`config.mk`:
```
export PLATFORM = sky130hd
export DESIGN_NAME = addsub_arbiter
export DESIGN_NICKNAME = d
export VERILOG_FILES = /design/src/rtl/addsub_arbiter.sv
export SDC_FILE = /design/constraint.sdc
export NUM_CORES = 1
export LEC_CHECK = 0
export CELL_PAD_IN_SITES_DETAIL_PLACEMENT = 1
export CELL_PAD_IN_SITES_GLOBAL_PLACEMENT = 2
export CORE_UTILIZATION = 30
export CTS_CLUSTER_DIAMETER = 100
export DETAILED_ROUTE_END_ITERATION = 16
export PLACE_DENSITY_LB_ADDON = 0.08
export RECOVER_POWER = 25
export SYNTH_ARGS = -nofsm -noshare
export SYNTH_HDL_FRONTEND = slang
export SYNTH_SLANG_ARGS = --single-unit
```
`constraint.sdc`:
```
create_clock -name clk -period 4.7 [get_ports clk]
set_input_delay 0.94 -clock clk [delete_from_list [all_inputs] [get_ports clk]]
set_output_delay 0.94 -clock clk [all_outputs]
set_load 0.05 [all_outputs]
```
`src/rtl/addsub_arbiter.sv`:
```
// addsub_arbiter: two-port round-robin front end for a shared N-bit ripple
// adder/subtractor. Each requester gets one registered response slot that
// holds its result until acknowledged.
// Optional feature macro: ADDSUB_ARB_OVERFLOW_EN adds the rsp_ovf port and
// the per-slot signed-overflow register.

// One-bit full adder cell used by the ripple chain.
module FullAdder (
  input  logic a,
  input  logic b,
  input  logic cin,
  output logic s,
  output logic cout
);
  assign s    = a ^ b ^ cin;
  assign cout = (a & b) | (cin & (a ^ b));
endmodule

// N-bit ripple-carry adder/subtractor: R = X + (Y ^ {N{sub}}) + sub.
module Adder_subtractor #(
  parameter int N = 8
) (
  input  logic [N-1:0] X,
  input  logic [N-1:0] Y,
  input  logic         sub,
  output logic [N-1:0] R,
  output logic         cout
);
  logic [N:0]   carry_s;
  logic [N-1:0] yc_s;

  assign yc_s       = Y ^ {N{sub}};
  assign carry_s[0] = sub;

  for (genvar i = 0; i < N; i++) begin : g_bit
    FullAdder u_fa (
      .a    (X[i]),
      .b    (yc_s[i]),
      .cin  (carry_s[i]),
      .s    (R[i]),
      .cout (carry_s[i+1])
    );
  end

  assign cout = carry_s[N];
endmodule

module addsub_arbiter #(
  parameter int N = 8
) (
  input  logic           clk,
  input  logic           rst,
  input  logic [1:0]     req_valid,
  output logic [1:0]     req_ready,
  input  logic [2*N-1:0] req_x,
  input  logic [2*N-1:0] req_y,
  input  logic [1:0]     req_sub,
  output logic [1:0]     rsp_valid,
  output logic [2*N-1:0] rsp_result,
  output logic [1:0]     rsp_carry,
`ifdef ADDSUB_ARB_OVERFLOW_EN
  output logic [1:0]     rsp_ovf,
`endif
  input  logic [1:0]     rsp_ack
);

  typedef enum logic {
    ST_IDLE = 1'b0,
    ST_EXEC = 1'b1
  } state_e;

  state_e         state_q, state_d;
  logic           prio_q, prio_d;
  logic           grant_q, grant_d;
  logic [N-1:0]   x_q, x_d;
  logic [N-1:0]   y_q, y_d;
  logic           sub_q, sub_d;
  logic [1:0]     rsp_valid_q, rsp_valid_d;
  logic [2*N-1:0] rsp_result_q, rsp_result_d;
  logic [1:0]     rsp_carry_q, rsp_carry_d;
`ifdef ADDSUB_ARB_OVERFLOW_EN
  logic [1:0]     rsp_ovf_q, rsp_ovf_d;
`endif

  logic [1:0]     elig_s;
  logic [1:0]     ready_s;
  logic [1:0]     fire_s;
  logic [N-1:0]   sum_s;
  logic           cout_s;

  // Signed overflow: operands agree in sign but the result does not.
  function automatic logic ovf_fn(input logic x_msb, input logic yc_msb,
                                  input logic r_msb);
    return (~(x_msb ^ yc_msb)) & (r_msb ^ x_msb);
  endfunction

  // Shared datapath, fed only from the operand registers.
  Adder_subtractor #(.N(N)) u_addsub (
    .X    (x_q),
    .Y    (y_q),
    .sub  (sub_q),
    .R    (sum_s),
    .cout (cout_s)
  );

  assign elig_s = req_valid & ~rsp_valid_q;

  // Arbitration: ready[k] looks only at the other requester's valid, so a
  // requester's own valid never feeds its ready combinationally.
  always_comb begin
    ready_s = 2'b00;
    case (state_q)
      ST_IDLE: begin
        ready_s[0] = ~rsp_valid_q[0] & (~elig_s[1] | (prio_q == 1'b0));
        ready_s[1] = ~rsp_valid_q[1] & (~elig_s[0] | (prio_q == 1'b1));
      end
      ST_EXEC: begin
        ready_s = 2'b00;
      end
      default: begin
        ready_s = 2'b00;
      end
    endcase
  end

  // At most one bit can fire: with both eligible only prio gets ready.
  assign fire_s = req_valid & ready_s;

  // Hold ready low while reset is asserted so nothing appears accepted.
  assign req_ready = ready_s & {2{~rst}};

  // Next-state: accept in IDLE, write the granted slot in EXEC, release on ack.
  always_comb begin
    state_d      = state_q;
    prio_d       = prio_q;
    grant_d      = grant_q;
    x_d          = x_q;
    y_d          = y_q;
    sub_d        = sub_q;
    rsp_result_d = rsp_result_q;
    rsp_carry_d  = rsp_carry_q;
`ifdef ADDSUB_ARB_OVERFLOW_EN
    rsp_ovf_d    = rsp_ovf_q;
`endif
    // Ack of an empty slot is harmless: clearing a zero bit changes nothing.
    rsp_valid_d  = rsp_valid_q & ~rsp_ack;

    case (state_q)
      ST_IDLE: begin
        if (fire_s != 2'b00) begin
          grant_d = fire_s[1];
          prio_d  = ~fire_s[1];
          state_d = ST_EXEC;
          if (fire_s[1]) begin
            x_d   = req_x[N +: N];
            y_d   = req_y[N +: N];
            sub_d = req_sub[1];
          end else begin
            x_d   = req_x[0 +: N];
            y_d   = req_y[0 +: N];
            sub_d = req_sub[0];
          end
        end else begin
          state_d = ST_IDLE;
        end
      end
      ST_EXEC: begin
        // The granted slot was empty at accept, so no ack can race this set.
        rsp_valid_d[grant_q] = 1'b1;
        rsp_carry_d[grant_q] = cout_s;
`ifdef ADDSUB_ARB_OVERFLOW_EN
        rsp_ovf_d[grant_q]   = ovf_fn(x_q[N-1], y_q[N-1] ^ sub_q, sum_s[N-1]);
`endif
        if (grant_q) begin
          rsp_result_d[N +: N] = sum_s;
        end else begin
          rsp_result_d[0 +: N] = sum_s;
        end
        state_d = ST_IDLE;
      end
      default: begin
        state_d = ST_IDLE;
      end
    endcase
  end

  // State and slot registers; reset discards any in-flight operation.
  always_ff @(posedge clk or posedge rst) begin
    if (rst) begin
      state_q      <= ST_IDLE;
      prio_q       <= 1'b0;
      grant_q      <= 1'b0;
      x_q          <= {N{1'b0}};
      y_q          <= {N{1'b0}};
      sub_q        <= 1'b0;
      rsp_valid_q  <= 2'b00;
      rsp_result_q <= {(2*N){1'b0}};
      rsp_carry_q  <= 2'b00;
`ifdef ADDSUB_ARB_OVERFLOW_EN
      rsp_ovf_q    <= 2'b00;
`endif
    end else begin
      state_q      <= state_d;
      prio_q       <= prio_d;
      grant_q      <= grant_d;
      x_q          <= x_d;
      y_q          <= y_d;
      sub_q        <= sub_d;
      rsp_valid_q  <= rsp_valid_d;
      rsp_result_q <= rsp_result_d;
      rsp_carry_q  <= rsp_carry_d;
`ifdef ADDSUB_ARB_OVERFLOW_EN
      rsp_ovf_q    <= rsp_ovf_d;
`endif
    end
  end

  assign rsp_valid  = rsp_valid_q;
  assign rsp_result = rsp_result_q;
  assign rsp_carry  = rsp_carry_q;
`ifdef ADDSUB_ARB_OVERFLOW_EN
  assign rsp_ovf    = rsp_ovf_q;
`endif

endmodule
```
==> flow_summary.json, run 1 <==
{
  "power.switching_mw": 1.14,
  "combinationalPowerShare_pct": 61.6,
  "tns_ns": 0,
  "swShare_pct": 47.0,
  "powerDensity_nw_per_um2": 796,
  "vias_per_cell": 4.91,
  "final_common_cell": "clkdlybuf4s50_1",
  "cp_max_fo": 9,
  "syn_nets": 252,
  "drtPass1Iterations": 4,
  "power.total_mw": 2.42,
  "total_leakage_power_nw": 1.21,
  "hpwl_um": 4260,
  "syn_avg_cell_area_um2": 11.1,
  "grt_use_total_pct": 15.1,
  "worstSetupEndpointType": "flip-flop",
  "internal_power_mw": 1.29,
  "dr_wl_met3_um": 142,
  "p_seq_share_pct": 27.1,
  "ioPinCount": 62,
  "cts_tree": "built",
  "cts_sinks": 40,
  "fin_crit_sh_pct": 87.9,
  "die-area_um2": 7930,
  "peakVddDrop_uv": 195,
  "cts.reportedPaths.clkPinSlew_ns": 0.08,
  "slew_headroom_pct": -18.8,
  "highest_layer": "met4",
  "setup_viol": 0,
  "synthCells": 205,
  "failed_checks": "capacitance limit, slew limit",
  "final_util_pct": 41.7,
  "max_freq_mhz": 242,
  "clock_path_buffers": 2,
  "ant_nets": 0,
  "report.final.slew_viol_count": 43,
  "routabilityCongestion": 0.714,
  "rows": 31,
  "syn_area_um2": 2270,
  "grt_pass1_wl_um": 8980,
  "synth_seq_cells": 40,
  "finalCriticalPeriod_ns": 4.13,
  "met1Wirelength_um": 2690,
  "drt_iter0_drc": 32,
  "synth.distinct_cells": 29,
  "cp-start-kind": "flip-flop",
  "worstSetupPathType": "reg2reg",
  "post_cts_buffers": 0,
  "rsz0062_at_grt": "no",
  "cts-root-buf": "clkbuf_8",
  "overflow": 0,
  "cts_hold_buf": 0,
  "start_util_pct": 31.2,
  "outcome": "complete, but fails checks",
  "skew_ns": 0.00376,
  "crit_required_ns": 4.87,
  "diodes": 0,
  "hold_violations": 0,
  "synth-warning-count": 0,
  "fin_nets": 303,
  "cts_buffers": 5,
  "synth-seq-area-share_pct": 44.1,
  "tightest_slew_ns": 1.78,
  "core_area_um2": 7290,
  "wl_per_cell_um": 15.5,
  "grt_max_degree": 43,
  "wl_um": 5500,
  "grt_pass1_vias": 1754,
  "die_y_um": 89.0,
  "vias": 1749,
  "met2_length_um": 2600,
  "arrival_ns": 4.31,
  "power_frac_clock_pct": 11.3,
  "cts_resized": 0,
  "port_buffers": 61,
  "dieWidth_um": 89.0,
  "antenna_found_initial": 0,
  "final_cell_mix": "clkdlybuf4s50_1 (59), dfrtp_1 (40), o21ai_0 (32)",
  "hold_class": "reg2reg",
  "drc": 0,
  "area_growth_pct": 33.9,
  "cap_violations": 1,
  "cts-htree-levels": 2,
  "drive_gt1_share_pct": 12.8,
  "clkLatencyLatePin_ns": 0.29
}
cell families after synthesis:
| logic type | synth area share (%) |
|---|---|
| mux | 2.42 |
| buf+inv | 6.88 |
| simple gates | 13.1 |
| fa+ha+maj | 6.17 |
| flops | 44.1 |
| xor+xnor | 3.08 |
| compound gates | 24.3 |
routing by layer:
layer / track usage, % / up-vias
met2: 25.0 / 42
met5: 0 / -
met4: 4.33 / 0
li1: - / 860
met1: 20.9 / 842
met3: 1.94 / 5
worst paths after layout:
path / start / endpoint / slack (ns) / depth (start not counted)
worst min register to register: rsp_result[2]$_DFFE_PP0P_ / rsp_result[2]$_DFFE_PP0P_ / 0.48 / 2
worst min-delay path: rsp_result[2]$_DFFE_PP0P_ / rsp_result[2]$_DFFE_PP0P_ / 0.48 / 2
max in group asynchronous: rst / rsp_result[14]$_DFFE_PP0P_ / 2.57 / 3
min in group asynchronous: rst / rsp_valid[1]$_DFF_PP0_ / 1.37 / 2
worst max-delay path: sub_q$_DFFE_PP0P_ / rsp_result[15]$_DFFE_PP0P_ / 0.57 / 10
worst max register to register: sub_q$_DFFE_PP0P_ / rsp_result[15]$_DFFE_PP0P_ / 0.57 / 10
flip-flops by register name, indices dropped and copies added (netlist names):
name        flops
rsp_result     16
prio_q          1
x_q             8
rsp_carry       2
state_q         1
y_q             8
grant_q         1
sub_q           1
rsp_valid       2
synthesized netlist by cell type:
cell,n,share of area [%]
o31ai_1,1,0.33
nor4_1,1,0.28
o21ai_1,3,0.66
mux2i_1,1,0.44
a21o_1,1,0.33
a2bb2oi_1,11,4.2
clkbuf_1,7,1.2
a221oi_2,10,6.6
dfrtp_1,40,44
nor4bb_1,12,5.3
nand2_1,16,2.6
mux2_2,4,2.0
and4bb_2,5,2.8
a22oi_1,6,2.0
nor3b_2,1,0.55
a221oi_1,7,2.7
o21ai_0,32,7.0
buf_1,2,0.33
inv_1,11,1.8
a2111oi_0,1,0.39
buf_4,2,0.66
xnor2_1,7,2.7
buf_6,2,0.99
inv_2,1,0.17
buf_2,8,1.8
or3b_1,2,0.77
xor2_1,1,0.39
fa_1,7,6.2
nand2b_1,3,0.83
power groups by stage:
stage               clock network (mW)  registers, mW  logic (mW)
floorplan                            0          0.901       0.838
detailed placement                   0          0.666        1.53
global route                     0.292          0.682        1.66
CTS                              0.284          0.661        1.53
finish                           0.274          0.657        1.49
global placement                     0          0.660        1.51
worst max-delay path, stage by stage (launching register included):
cell and delay, ns:
dfrtp_1 0.59, mux2i_1 0.18, fa_1 0.44, fa_1 0.44, fa_1 0.43, fa_1 0.43, fa_1 0.39, fa_1 0.36
inv_1 0.07, fa_1 0.41, mux2_2 0.27
per-stage QoR:
stage | cells | setup WS [ns] | hold slack [ns] | instance area (um2)
2_1_floorplan | 205 | 0.0825 | 0.488 | 2270
3_3_place_gp | 348 | 0.623 | 0.460 | 2940
3_5_place_dp | 348 | 0.540 | 0.469 | 2940
4_1_cts | 356 | 0.519 | 0.487 | 3050
5_1_grt | 356 | 0.410 | 0.507 | 3040
6_report | 356 | 0.569 | 0.480 | 3040
cell type report:
type,count,area (um2)
fillers,826,4250
multi-input cells,132,1110
flip-flops and latches,40,1000
repair buffers,65,647
well taps,99,124
clock buffers,5,68.8
inverters,12,45.0
clock inverters,3,42.5
Power figures use the tool's default switching activity.
==> inputs of run 2 (changes only) <==
==> constraint.sdc (replaced) <==
create_clock -name clk -period 4.7 [get_ports clk]
set_input_delay 0.94 -clock clk [delete_from_list [all_inputs] [get_ports clk]]
set_output_delay 0.94 -clock clk [all_outputs]
set_load 0.1 [all_outputs]
==> run 2 against run 1 <==
  * The flow still finishes with violations (capacitance limit, slew limit)
  * Hold slack barely moved
  * Design area fell by 0.41%
  * Maximum frequency rose by 0.83%
  * Sequential cell count did not move
  * Global-route usage rose by 0.16 points
  * Count of clock-buffer cells in the layout rose by 1
  * Utilization fell by 0.17 points
  * Die area did not move
  * Critical endpoint unchanged
==> flow_summary.json, run 2 (synthesis gave the netlist of run 1 again) <==
{
  "post_cts_buffers": 0,
  "largest_reg_flops": 16,
  "cts_tree": "built",
  "cts_resized": 0,
  "failed_checks": "capacitance limit, slew limit",
  "final_cell_mix": "clkdlybuf4s50_1 (58), dfrtp_1 (40), o21ai_0 (32)",
  "worstSetupEndpointType": "flip-flop",
  "vias_per_cell": 4.87,
  "grt_max_degree": 43,
  "diodes": 0,
  "slew_headroom_pct": -40.0,
  "hpwl_um": 4380,
  "cp_max_fo": 9,
  "tightest_slew_ns": 2.10,
  "highest_layer": "met4",
  "worst_path_largest_cell_delay_ns": 0.57,
  "cts_buffers": 5,
  "met2_length_um": 2630,
  "drtPass1Iterations": 4,
  "min_delay_path_depth": 2,
  "cp_slowest_cell": "dfrtp_1",
  "ant_nets": 0,
  "fin_nets": 303,
  "port_buffers": 61,
  "cts-htree-levels": 2,
  "wl_per_cell_um": 15.9,
  "clkLatencyLatePin_ns": 0.28,
  "grt_pass1_wl_um": 9100,
  "ioPinCount": 62,
  "arrival_ns": 4.27,
  "cts_sinks": 40,
  "rsz0062_at_grt": "no",
  "holdPathEnd": "rsp_result[8]$_DFFE_PP0P_",
  "r2r_start": "sub_q$_DFFE_PP0P_",
  "rrSetupSlack_ns": 0.60,
  "crit_required_ns": 4.87,
  "overflow": 0,
  "die-area_um2": 7930,
  "hold_class": "reg2reg",
  "dr_wl_met3_um": 193,
  "min_from": "rsp_result[8]$_DFFE_PP0P_",
  "rows": 31,
  "drc": 0,
  "n_fill_cell": 826,
  "routabilityCongestion": 0.737,
  "cp-start-kind": "flip-flop",
  "final_common_cell": "clkdlybuf4s50_1",
  "setup_viol": 0,
  "cts-root-buf": "clkbuf_8",
  "grt_pass1_vias": 1745,
  "fin_crit_sh_pct": 87.2,
  "finalCriticalPeriod_ns": 4.10,
  "dieWidth_um": 89.0,
  "outcome": "complete, but fails checks",
  "cpMostUsedCell": "fa_1",
  "clock_path_buffers": 2,
  "core_area_um2": 7290,
  "seq_area_um2": 1000,
  "drt_iter0_drc": 47,
  "multi_input_area_um2": 1130,
  "report.final.slew_viol_count": 84,
  "max_freq_mhz": 244,
  "worstSetupPathType": "reg2reg",
  "grt_use_total_pct": 15.3,
  "path_cells": "xnor2_1, fa_1, fa_1, fa_1, fa_1, fa_1, fa_1, inv_1, fa_1, mux2_2",
  "cap_violations": 2,
  "cts.reportedPaths.clkPinSlew_ns": 0.07,
  "start_util_pct": 31.2,
  "skew_ns": 0.00494,
  "rr_endpoint": "rsp_result[15]$_DFFE_PP0P_",
  "die_y_um": 89.0,
  "cts_hold_buf": 0,
  "area_growth_pct": 33.4,
  "tns_ns": 0,
  "antenna_found_initial": 0,
  "wl_um": 5660,
  "r2r_cells": 10,
  "met1Wirelength_um": 2770,
  "drive_gt1_share_pct": 13.6,
  "hold_violations": 0,
  "vias": 1732
}
==> run 2: worst max-delay path, delay by kind of cell (launching register included) <==
kind       cells  cell delay (ns)
xor+xnor       1             0.16
fa+ha+maj      7             2.92
mux            1             0.27
flops          1             0.57
buf+inv        1             0.07
==> run 2: worst max path at each step <==
stage	start	to	slack (ns)	cells past startpoint
after floorplan	rsp_valid[1]$_DFF_PP0_	req_ready[0]	0.45	4
after global placement	sub_q$_DFFE_PP0P_	rsp_result[7]$_DFFE_PP0P_	0.63	10
after detailed placement	sub_q$_DFFE_PP0P_	rsp_result[15]$_DFFE_PP0P_	0.57	10
after CTS	sub_q$_DFFE_PP0P_	rsp_result[15]$_DFFE_PP0P_	0.57	10
after global routing	sub_q$_DFFE_PP0P_	rsp_result[7]$_DFFE_PP0P_	0.41	10
final	sub_q$_DFFE_PP0P_	rsp_result[15]$_DFFE_PP0P_	0.60	10
==> run 2: routing by layer <==
metal | vias to the layer above | GRT usage (%)
li1 | 861 | -
met1 | 824 | 21.4
met2 | 43 | 24.6
met3 | 4 | 2.03
met4 | 0 | 4.76
met5 | - | 0
==> run 2: layout make-up <==
cell class                      instances  area share, %
Clock buffer                            6           2.73
Tap cell                               99           4.09
Multi-Input combinational cell        132           37.2
Sequential cell                        40           33.0
Inverter                               12           1.49
Timing Repair Buffer                   65           21.1
Clock inverter                          2          0.330
==> run 2: per-stage QoR <==
step                      area [um2]  setup WS, ns  hold slack (ns)  cells  utilization, %
after floorplan                 2280         0.445            0.488    205               -
after global placement          2950         0.626            0.462    348            40.4
after detailed placement        2950         0.569            0.469    348            40.4
after CTS                       3040         0.565            0.487    356            41.7
after global routing            3030         0.406            0.507    356            41.6
final                           3030         0.603            0.480    356            41.6
Power of run 2 is not shown: default switching activity piles up to over one toggle a cycle in this logic, so the estimate is an artifact.
==> inputs of run 3 (changes only) <==
--- a/config.mk
+++ b/config.mk
@@ -10,6 +10,7 @@
 export CORE_UTILIZATION = 30
 export CTS_CLUSTER_DIAMETER = 100
 export DETAILED_ROUTE_END_ITERATION = 16
+export HOLD_SLACK_MARGIN = 0.03
 export PLACE_DENSITY_LB_ADDON = 0.08
 export RECOVER_POWER = 25
 export SYNTH_ARGS = -nofsm -noshare
==> results of run 3 <==
No change in the layout: final DEF, timing and power equal those of run 2.
Power of run 3 is left out for the same reason.
